## src/rtl/alu_arbiter_ctrl.sv

```systemverilog
// alu_arbiter_ctrl: round-robin owner of one shared combinational 8-bit ALU for requesters A and B.
// Latency: accept at cycle N -> owner rsp_valid at N+EXEC_CYCLES+1; one op per EXEC_CYCLES+2 cycles.
// Backpressure: response held stable until owner rsp_ready; no request is accepted until back in IDLE.
//
// Optional feature macro: ALU_ARB_STATS_EN adds saturating a_count/b_count/divz_count outputs.
//
// Ports:
//   clk, rst_n                      clock (rising edge), asynchronous active-low reset
//   a_req_valid/a_req_ready         A request handshake; a_op/a_in1/a_in2 sampled only on accept
//   a_rsp_valid/a_rsp_ready         A response handshake
//   b_*                             same set for requester B
//   rsp_data, rsp_flags             shared response payload; flags = {divz, carry, neg, zero}
//   alu_in1, alu_in2, alu_sel       registered operands/selector to the ALU
//   alu_out, alu_carry              ALU result and carryOut
//   busy                            controller not in IDLE
//
// Opcode encoding shared with the ALU (OP_*): 0 default path, 1 ADD, 2 SUB, 3 MUL, 4 DIV,
// 5 AND, 6 OR, 7 XOR, 8 CMP. Only the ones this controller interprets are declared below.

module alu_arbiter_ctrl #(
    parameter int WIDTH       = 8,
    parameter int SEL_W       = 5,
    parameter int EXEC_CYCLES = 1
) (
    input  logic             clk,
    input  logic             rst_n,

    input  logic             a_req_valid,
    output logic             a_req_ready,
    input  logic [SEL_W-1:0] a_op,
    input  logic [WIDTH-1:0] a_in1,
    input  logic [WIDTH-1:0] a_in2,
    output logic             a_rsp_valid,
    input  logic             a_rsp_ready,

    input  logic             b_req_valid,
    output logic             b_req_ready,
    input  logic [SEL_W-1:0] b_op,
    input  logic [WIDTH-1:0] b_in1,
    input  logic [WIDTH-1:0] b_in2,
    output logic             b_rsp_valid,
    input  logic             b_rsp_ready,

    output logic [WIDTH-1:0] rsp_data,
    output logic [3:0]       rsp_flags,

    output logic [WIDTH-1:0] alu_in1,
    output logic [WIDTH-1:0] alu_in2,
    output logic [SEL_W-1:0] alu_sel,
    input  logic [WIDTH-1:0] alu_out,
    input  logic             alu_carry,

    output logic             busy
`ifdef ALU_ARB_STATS_EN
    ,
    output logic [15:0]      a_count,
    output logic [15:0]      b_count,
    output logic [7:0]       divz_count
`endif
);

    localparam logic [SEL_W-1:0] OP_ADD = SEL_W'(1);
    localparam logic [SEL_W-1:0] OP_MUL = SEL_W'(3);
    localparam logic [SEL_W-1:0] OP_DIV = SEL_W'(4);

    // EXEC_CYCLES is limited to 1..15, so the settle counter fits in 4 bits.
    localparam int               CNT_W    = 4;
    localparam logic [CNT_W-1:0] CNT_LOAD = CNT_W'(EXEC_CYCLES - 1);

    localparam logic OWN_A = 1'b0;
    localparam logic OWN_B = 1'b1;

    typedef enum logic [1:0] {
        IDLE = 2'd0,
        EXEC = 2'd1,
        RESP = 2'd2
    } state_t;

    // Operation as presented to the ALU.
    typedef struct packed {
        logic [SEL_W-1:0] op;
        logic [WIDTH-1:0] in1;
        logic [WIDTH-1:0] in2;
    } alu_req_t;

    typedef struct packed {
        logic divz;
        logic carry;
        logic neg;
        logic zero;
    } flags_t;

    state_t           state_q;
    state_t           state_d;
    alu_req_t         alu_q;
    logic             owner_q;
    logic             rr_last_q;
    logic [CNT_W-1:0] cnt_q;
    logic             divz_q;
    logic [WIDTH-1:0] rsp_data_q;
    flags_t           flags_q;

    // ------------------------------------------------------------------
    // Arbitration (IDLE only). On a tie the requester that did not own the
    // previous operation wins; a lone requester always wins.
    // ------------------------------------------------------------------
    logic     idle;
    logic     pick_a;
    logic     pick_b;
    logic     accept;
    alu_req_t win_req;
    logic     win_divz;

    assign idle   = (state_q == IDLE);
    assign pick_b = b_req_valid && (!a_req_valid || (rr_last_q == OWN_A));
    assign pick_a = a_req_valid && !pick_b;

    assign a_req_ready = idle && pick_a;
    assign b_req_ready = idle && pick_b;
    assign accept      = idle && (pick_a || pick_b);

    assign win_req  = pick_b ? '{op: b_op, in1: b_in1, in2: b_in2}
                             : '{op: a_op, in1: a_in1, in2: a_in2};
    assign win_divz = (win_req.op == OP_DIV) && (win_req.in2 == '0);

    // ------------------------------------------------------------------
    // Capture / response handshake
    // ------------------------------------------------------------------
    logic             exec_done;
    logic             rsp_hs;
    logic [WIDTH-1:0] result;
    logic             carry_defined;

    assign exec_done = (state_q == EXEC) && (cnt_q == '0);
    assign rsp_hs    = (state_q == RESP) &&
                       (((owner_q == OWN_A) && a_rsp_ready) ||
                        ((owner_q == OWN_B) && b_rsp_ready));

    // A trapped divide still drives the ALU default path, whose output is
    // meaningless here, so the result is forced to zero.
    assign result        = divz_q ? '0 : alu_out;
    assign carry_defined = (alu_q.op == OP_ADD) || (alu_q.op == OP_MUL);

    // ------------------------------------------------------------------
    // FSM
    // ------------------------------------------------------------------
    always_ff @(posedge clk or negedge rst_n) begin
        if (!rst_n) begin
            state_q <= IDLE;
        end else begin
            state_q <= state_d;
        end
    end

    always_comb begin
        state_d = state_q;
        case (state_q)
            IDLE: if (accept)    state_d = EXEC;
            EXEC: if (exec_done) state_d = RESP;
            RESP: if (rsp_hs)    state_d = IDLE;
            default:             state_d = IDLE;
        endcase
    end

    // ------------------------------------------------------------------
    // Datapath registers
    // ------------------------------------------------------------------
    always_ff @(posedge clk or negedge rst_n) begin
        if (!rst_n) begin
            alu_q      <= '0;
            owner_q    <= OWN_A;
            rr_last_q  <= OWN_B;
            cnt_q      <= '0;
            divz_q     <= 1'b0;
            rsp_data_q <= '0;
            flags_q    <= '0;
        end else if (accept) begin
            owner_q   <= pick_b ? OWN_B : OWN_A;
            rr_last_q <= pick_b ? OWN_B : OWN_A;
            cnt_q     <= CNT_LOAD;
            divz_q    <= win_divz;
            // A zero divisor never reaches the ALU.
            alu_q     <= win_divz ? '0 : win_req;
        end else if (state_q == EXEC) begin
            if (cnt_q != '0) begin
                cnt_q <= cnt_q - CNT_W'(1);
            end else begin
                rsp_data_q    <= result;
                flags_q.divz  <= divz_q;
                flags_q.carry <= carry_defined && alu_carry;
                flags_q.neg   <= result[WIDTH-1];
                flags_q.zero  <= (result == '0);
            end
        end
    end

    // ------------------------------------------------------------------
    // Outputs
    // ------------------------------------------------------------------
    assign a_rsp_valid = (state_q == RESP) && (owner_q == OWN_A);
    assign b_rsp_valid = (state_q == RESP) && (owner_q == OWN_B);
    assign rsp_data    = rsp_data_q;
    assign rsp_flags   = flags_q;
    assign alu_in1     = alu_q.in1;
    assign alu_in2     = alu_q.in2;
    assign alu_sel     = alu_q.op;
    assign busy        = !idle;

`ifdef ALU_ARB_STATS_EN
    // Completed-response counters; all saturate rather than wrap.
    logic [15:0] a_cnt_q;
    logic [15:0] b_cnt_q;
    logic [7:0]  divz_cnt_q;

    always_ff @(posedge clk or negedge rst_n) begin
        if (!rst_n) begin
            a_cnt_q    <= '0;
            b_cnt_q    <= '0;
            divz_cnt_q <= '0;
        end else if (rsp_hs) begin
            if ((owner_q == OWN_A) && (a_cnt_q != '1)) a_cnt_q <= a_cnt_q + 16'd1;
            if ((owner_q == OWN_B) && (b_cnt_q != '1)) b_cnt_q <= b_cnt_q + 16'd1;
            if (flags_q.divz && (divz_cnt_q != '1))    divz_cnt_q <= divz_cnt_q + 8'd1;
        end
    end

    assign a_count    = a_cnt_q;
    assign b_count    = b_cnt_q;
    assign divz_count = divz_cnt_q;
`endif

endmodule

```

## config.mk

```make
export PLATFORM = sky130hd
export DESIGN_NAME = alu_arbiter_ctrl
export DESIGN_NICKNAME = d
export VERILOG_FILES = /design/src/rtl/alu_arbiter_ctrl.sv
export SDC_FILE = /design/constraint.sdc
export NUM_CORES = 1
export LEC_CHECK = 0
export CAP_MARGIN = 30
export CORE_MARGIN = 2
export CORE_UTILIZATION = 41
export DETAILED_ROUTE_END_ITERATION = 12
export PLACE_DENSITY = 0.82
export SLEW_MARGIN = 40
export SYNTH_ARGS = -nofsm -noshare
export SYNTH_HDL_FRONTEND = slang
export SYNTH_SLANG_ARGS = --single-unit
```

## constraint.sdc

```tcl
create_clock -name clk -period 2.1 [get_ports clk]
set_input_delay 0.42 -clock clk [delete_from_list [all_inputs] [get_ports clk]]
set_output_delay 0.42 -clock clk [all_outputs]
set_load 0.005 [all_outputs]
```

* After elaboration in Yosys (flattened, before gate mapping) *
Index checks and enable logic that the tools add are counted.
W data, S select, Z words.

storage, ports and cells
  bits in registers = 42
  logic and storage cells = 67
  bits of input ports = 57
  output and inout port bits = 38

cells by class
  equality and inequality tests = 8
  bitwise logic cells = 4
  multiplexer cells = 11
  add/sub/neg operators = 1
  reduce and logical (&&, ||, !) cells = 30

operator list
  kind                   number
  $mux W21               2
  $logic_not A8 Y1       2
  $logic_and A1 B1 Y1    13
  $mux W4                3
  $mux W8                1
  $mux W2                3
  $pmux W2 S3            1
  $reduce_and A3 Y1      2
  $eq A5 B1 Y1 const B   1
  $eq A5 B2 Y1 const B   1
  $eq A5 B3 Y1 const B   1
  $logic_not A4 Y1       1
  $logic_or A1 B1 Y1     4
  $ne A2 B2 Y1 const B   2
  $not A1 Y1             4
  $reduce_bool A2 Y1     2
  $reduce_bool A4 Y1     1
  $sub A4 B1 Y4 const B  1
  $logic_not A1 Y1       3
  $eq A2 B1 Y1 const B   1
  $eq A2 B2 Y1 const B   1
  $logic_not A2 Y1       1
  $ne A2 B1 Y1 const B   1
  $reduce_and A2 Y1      1
  $mux W1                1

* Longest topological paths before layout *
  depth after elaboration = 9
  mapped depth = 6

* Worst setup path after synthesis *
Ideal clock, no wire load.

  kind = flip-flop to flip-flop
  start point = register cnt_q[0]
  end point = register cnt_q[3]
  cell stages (with the launch flop) = 7
  setup slack = 0.580 ns
  arrival = 1.388 ns
  buffers on the path = 0
  setup time = 0.132 ns
  cells stage by stage = dfrtp_1 inv_1 ha_1 or3b_2 nand3_1 xor2_1 nor2_1

between the ends
  word-level cells in the longest chain between the ends = 4

RTL lines
  item                    line  RTL
  from (decl)             98    logic [CNT_W-1:0] cnt_q;
  from (signal assigned)  186   cnt_q <= cnt_q - CNT_W'(1);
  $sub A4 B1 Y4           186
  $mux W4                 185   if (cnt_q != '0) begin
  $mux W4                 184   end else if (state_q == EXEC) begin
  $mux W4                 177   end else if (accept) begin

Several ways; a longest one is shown, not always the timed one. The select of a mux whose other input is x is not followed.
A chain may end at the register's enable or synchronous reset.

* Worst setup path in the final report *
  start point = input b_req_valid
  end point = output a_req_ready

between the ends
  word-level cells in the longest chain between the ends = 4

RTL lines
  item                 line  RTL
  from (decl)          36    input logic b_req_valid,
  $logic_and A1 B1 Y1  115   assign pick_b = b_req_valid && (!a_req_valid || (rr_last_q == OWN_A));
  $logic_not A1 Y1     116   assign pick_a = a_req_valid && !pick_b;
  $logic_and A1 B1 Y1  116
  $logic_and A1 B1 Y1  118   assign a_req_ready = idle && pick_a;
  to (decl)            29    output logic a_req_ready,

No other way between the ends.

==> summary by stage <==
Drt
The detailed-route via count is ~1900. The average wire per standard cell is about 13 um. The detail route stage leaves a number of antenna-violating nets equal to 0.

The iteration count of the initial detailed-routing pass is 4. The first routing iteration left between 80 and 90 violations. In the routed design, unresolved DRC markers number 0. In the routed layout, each cell is associated on average with a via count of 4.91. Summed over all layers, the routed wires come to 4.99 mm.

Floorplan
From bottom edge to top edge, the die measures between 70 and 80 um. The die covers around 5500 um^2. The region available for standard cell placement spans roughly 4700 um^2.

For this configuration, the core starts out at a cell density of 0.425. Pin placement for this block handled 95 I/O pins. In this run the horizontal extent of the chip is around 74 um.

The initialized floorplan defines 25 standard-cell rows.

Synthesis
The summed instance area of the synthesized netlist is roughly 2000 um^2. The count of yosys warnings during synthesis is 0. The share of cell area taken by muxes after synthesis is 0.110. The post-synthesis adder-cell area fraction is 0.0125.

The synthesized instance count is 201. The simple-gate share of the synthesized area is 0.178. Of the total synthesized cell area, the portion taken by XOR and XNOR cells is 0.0131. The number of nets in the synthesized netlist is 260. The share of the Yosys chip area taken by registers is 0.511.

The number of register bits inferred by synthesis is 41. After synthesis, the netlist uses 36 different library cells. After synthesis, the mean cell area works out to 10.0 um^2. The share of the synthesized area in compound gates (AO/OA/AOI/OAI) came to 0.141. After synthesis, the largest family of logic cells by area is simple AND/OR/NAND/NOR gates.

Setup path
The slack of the worst reg-to-reg path is around 390 ps. The classification of the worst setup path is in -> out. In this run the worst path has a maximum fanout of 4. The data arrival time of the critical path is 1560 ps. The critical path startpoint category is an input pin. The required time at the worst-slack endpoint is 1680 ps. The worst setup path is captured at an output port.

Hold path
The path class of the tightest hold or removal check is in -> async.

Power
The power density over the cells is 1150 nW/um^2. In this run the static leakage power is about 0.0014 uW. VDD sags by at most 635 uV.

The sum of internal, switching and leakage power is ~3700 uW.

Global routing
Entering global routing, the biggest net connects 27 pins. The leftover overflow at the end of global routing is 0. The number of global-route vias before repair is roughly 1800. For this run, the total global-route usage over all layers was measured as 0.189.

The number of antenna violations at the first check in global routing is 0. The global-route wire length before repair is between 8 and 9 mm.

Layout
In the final layout, the share of cells above drive strength 1 is 0.100. Measured on the finished design, the core utilization comes to 0.677. The layout overhead on the synthesized area is 59.2%. The net count reported at finish is around 370. The summed area of non-filler cells in the final layout is 3200 um^2. The antenna cell count is 0.

Clock tree
The source-to-sink clock delay at the later pin of the worst-skew pair is 290 ps. In this run, CTS created clock tree buffers numbering 5. For this design, the sink count on the clock tree is roughly 40. Clock-pin slew was measured on the worst setup and hold paths at approximately 70 ps.

The maximum clock insertion buffer count is 2. The deepest level of the CTS H-tree is 2. The buffer type at the clock tree root is sky130_fd_sc_hd__clkbuf_8.

The TritonCTS clock tree is yes.

Place
The placement-stage worst setup slack is -141 ps. Once placement finished, the instance area stood at approximately 3100 um^2. The final weighted congestion in routability-driven placement is 0.797. The quantity of I/O buffers inserted on ports is 94. Summed over all nets, the half-perimeter wirelength after detailed placement is between 3 and 4 mm.

Timing
The number of setup violations in the final report is 0. The final cycle utilization of the critical path is 0.945. Setup repair after global routing left no endpoint under its margin. The worst relative slew slack is 0.604.

The number of max-slew violations in the final report is 0. The number of hold violations in the final report is 0. The final worst clock skew is 7.27 ps. After layout, the minimum clock period comes to slightly below 2000 ps. The minimum setup slack in the final design is 115 ps. The actual transition at the worst max-transition pin is a little under 600 ps. Timing would allow up to around 0.50 GHz. On the final layout, the worst hold slack is approximately 130 ps.

Job
Max-cap violations in this run came to 0.

Status
The flow ran to the end, and the final reports show no timing, DRC or antenna violations.
-- power by group --
part           switching (uW)  internal, uW
clock                     253           230
combinational             757          1050
sequential                228          1150
-- layout make-up --
class	count	area, um^2
Timing Repair Buffer	111	1060
Tap cell	67	83.8
Multi-Input combinational cell	145	926
Fill cell	386	1530
Clock buffer	6	72.6
Inverter	5	18.8
Sequential cell	41	1030
Clock inverter	2	10.0
-- routing by layer --
metal / vias to the layer above / track usage / wire (um)
li1: 928 / - / -
met1: 856 / 0.236 / 2120
met2: 59 / 0.321 / 2500
met3: 9 / 0.0447 / 308
met4: 0 / 0.0687 / 65
met5: - / 0 / 0
-- synth_stat cells (all sizes together) --
cell type,instances,area share
dfstp,1,0.013
o32ai,1,0.014
nand2b,9,0.028
nand3,3,0.0075
ha,2,0.012
nand2,29,0.054
clkbuf,6,0.011
buf,4,0.014
nand3b,1,0.0037
nor4,4,0.012
o311ai,1,0.0044
xor2,2,0.0087
a21oi,3,0.0075
mux2,1,0.0056
a311oi,1,0.0044
o21ai,23,0.057
or3,1,0.0031
nor2b,1,0.0031
nor3,3,0.0075
nand4,1,0.0031
a21boi,1,0.0056
inv,5,0.0093
nor2,18,0.035
a211oi,9,0.034
and2,1,0.0031
a31oi,1,0.0031
o21a,1,0.0037
xnor2,1,0.0044
mux2i,21,0.10
dfrtp,40,0.50
nor4b,3,0.013
a21o,2,0.0075
or3b,1,0.0044
-- flip-flops by register name, summed over array words and instances (netlist names) --
signal / flops
cnt_q: 4
alu_in1: 8
rr_last_q: 1
rsp_data: 8
alu_sel: 5
alu_in2: 8
owner_q: 1
state_q: 2
rsp_flags: 3
divz_q: 1
-- logic make-up after synthesis --
group / count (synthesis)
buffers and inverters: 15
adders and majority gates: 2
xor gates and xnor gates: 3
AOI/OAI and AO/OA: 43
muxes: 22
and+or+nand+nor: 75
DFF: 41
-- worst max-delay path: stages --
cell and delay, ps:
sky130_fd_sc_hd__clkdlybuf4s50_1 480, sky130_fd_sc_hd__a21boi_4 200, sky130_fd_sc_hd__nand3b_1 150, sky130_fd_sc_hd__inv_1 60, sky130_fd_sc_hd__dlygate4sd2_1 260
-- through the flow --
stage	TNS [ps]	cells
2_1_floorplan	0	201
3_3_place_gp	-410	367
3_5_place_dp	-549	367
4_1_cts	0	377
5_1_grt	0	377
6_report	0	377
-- placed cells by master, fill, tap and decap left out, types with 3 or more instances in the layout --
cell type                         Yosys  final
sky130_fd_sc_hd__nand3_1              3      3
sky130_fd_sc_hd__clkbuf_8             0      5
sky130_fd_sc_hd__nand2_1             29     29
sky130_fd_sc_hd__a21oi_1              3      3
sky130_fd_sc_hd__buf_4                3     17
sky130_fd_sc_hd__nand2b_1             9      9
sky130_fd_sc_hd__nor2_1              17     17
sky130_fd_sc_hd__inv_1                5      5
sky130_fd_sc_hd__dfrtp_1             40     40
sky130_fd_sc_hd__nor4b_1              3      3
sky130_fd_sc_hd__nor4_1               4      4
sky130_fd_sc_hd__nor3_1               3      3
sky130_fd_sc_hd__mux2i_1             21     21
sky130_fd_sc_hd__dlygate4sd2_1        0      3
sky130_fd_sc_hd__clkdlybuf4s50_1      0     90
sky130_fd_sc_hd__a211oi_1             9      9
sky130_fd_sc_hd__o21ai_0             22     22
-- final timing paths --
path	start	depth (start not counted)	end
max in group asynchronous	rst_n	2	alu_in1[5]
min in group clk	rsp_data[6]	2	rsp_data[6]
max reg2reg	rr_last_q	5	alu_in1[0]
max	b_req_valid	5	a_req_ready
min	rst_n	1	alu_sel[0]
min reg2reg	rsp_data[6]	2	rsp_data[6]
-- repair_timing --
| action | CTS | global route |
|---|---|---|
| setup buffers | 2 | 0 |
| setup endpoints to repair | 2 | 1 |
| hold buffers | 0 | 0 |
| resized for setup | 3 | 1 |
No activity file was read; power rests on OpenSTA's default activity.
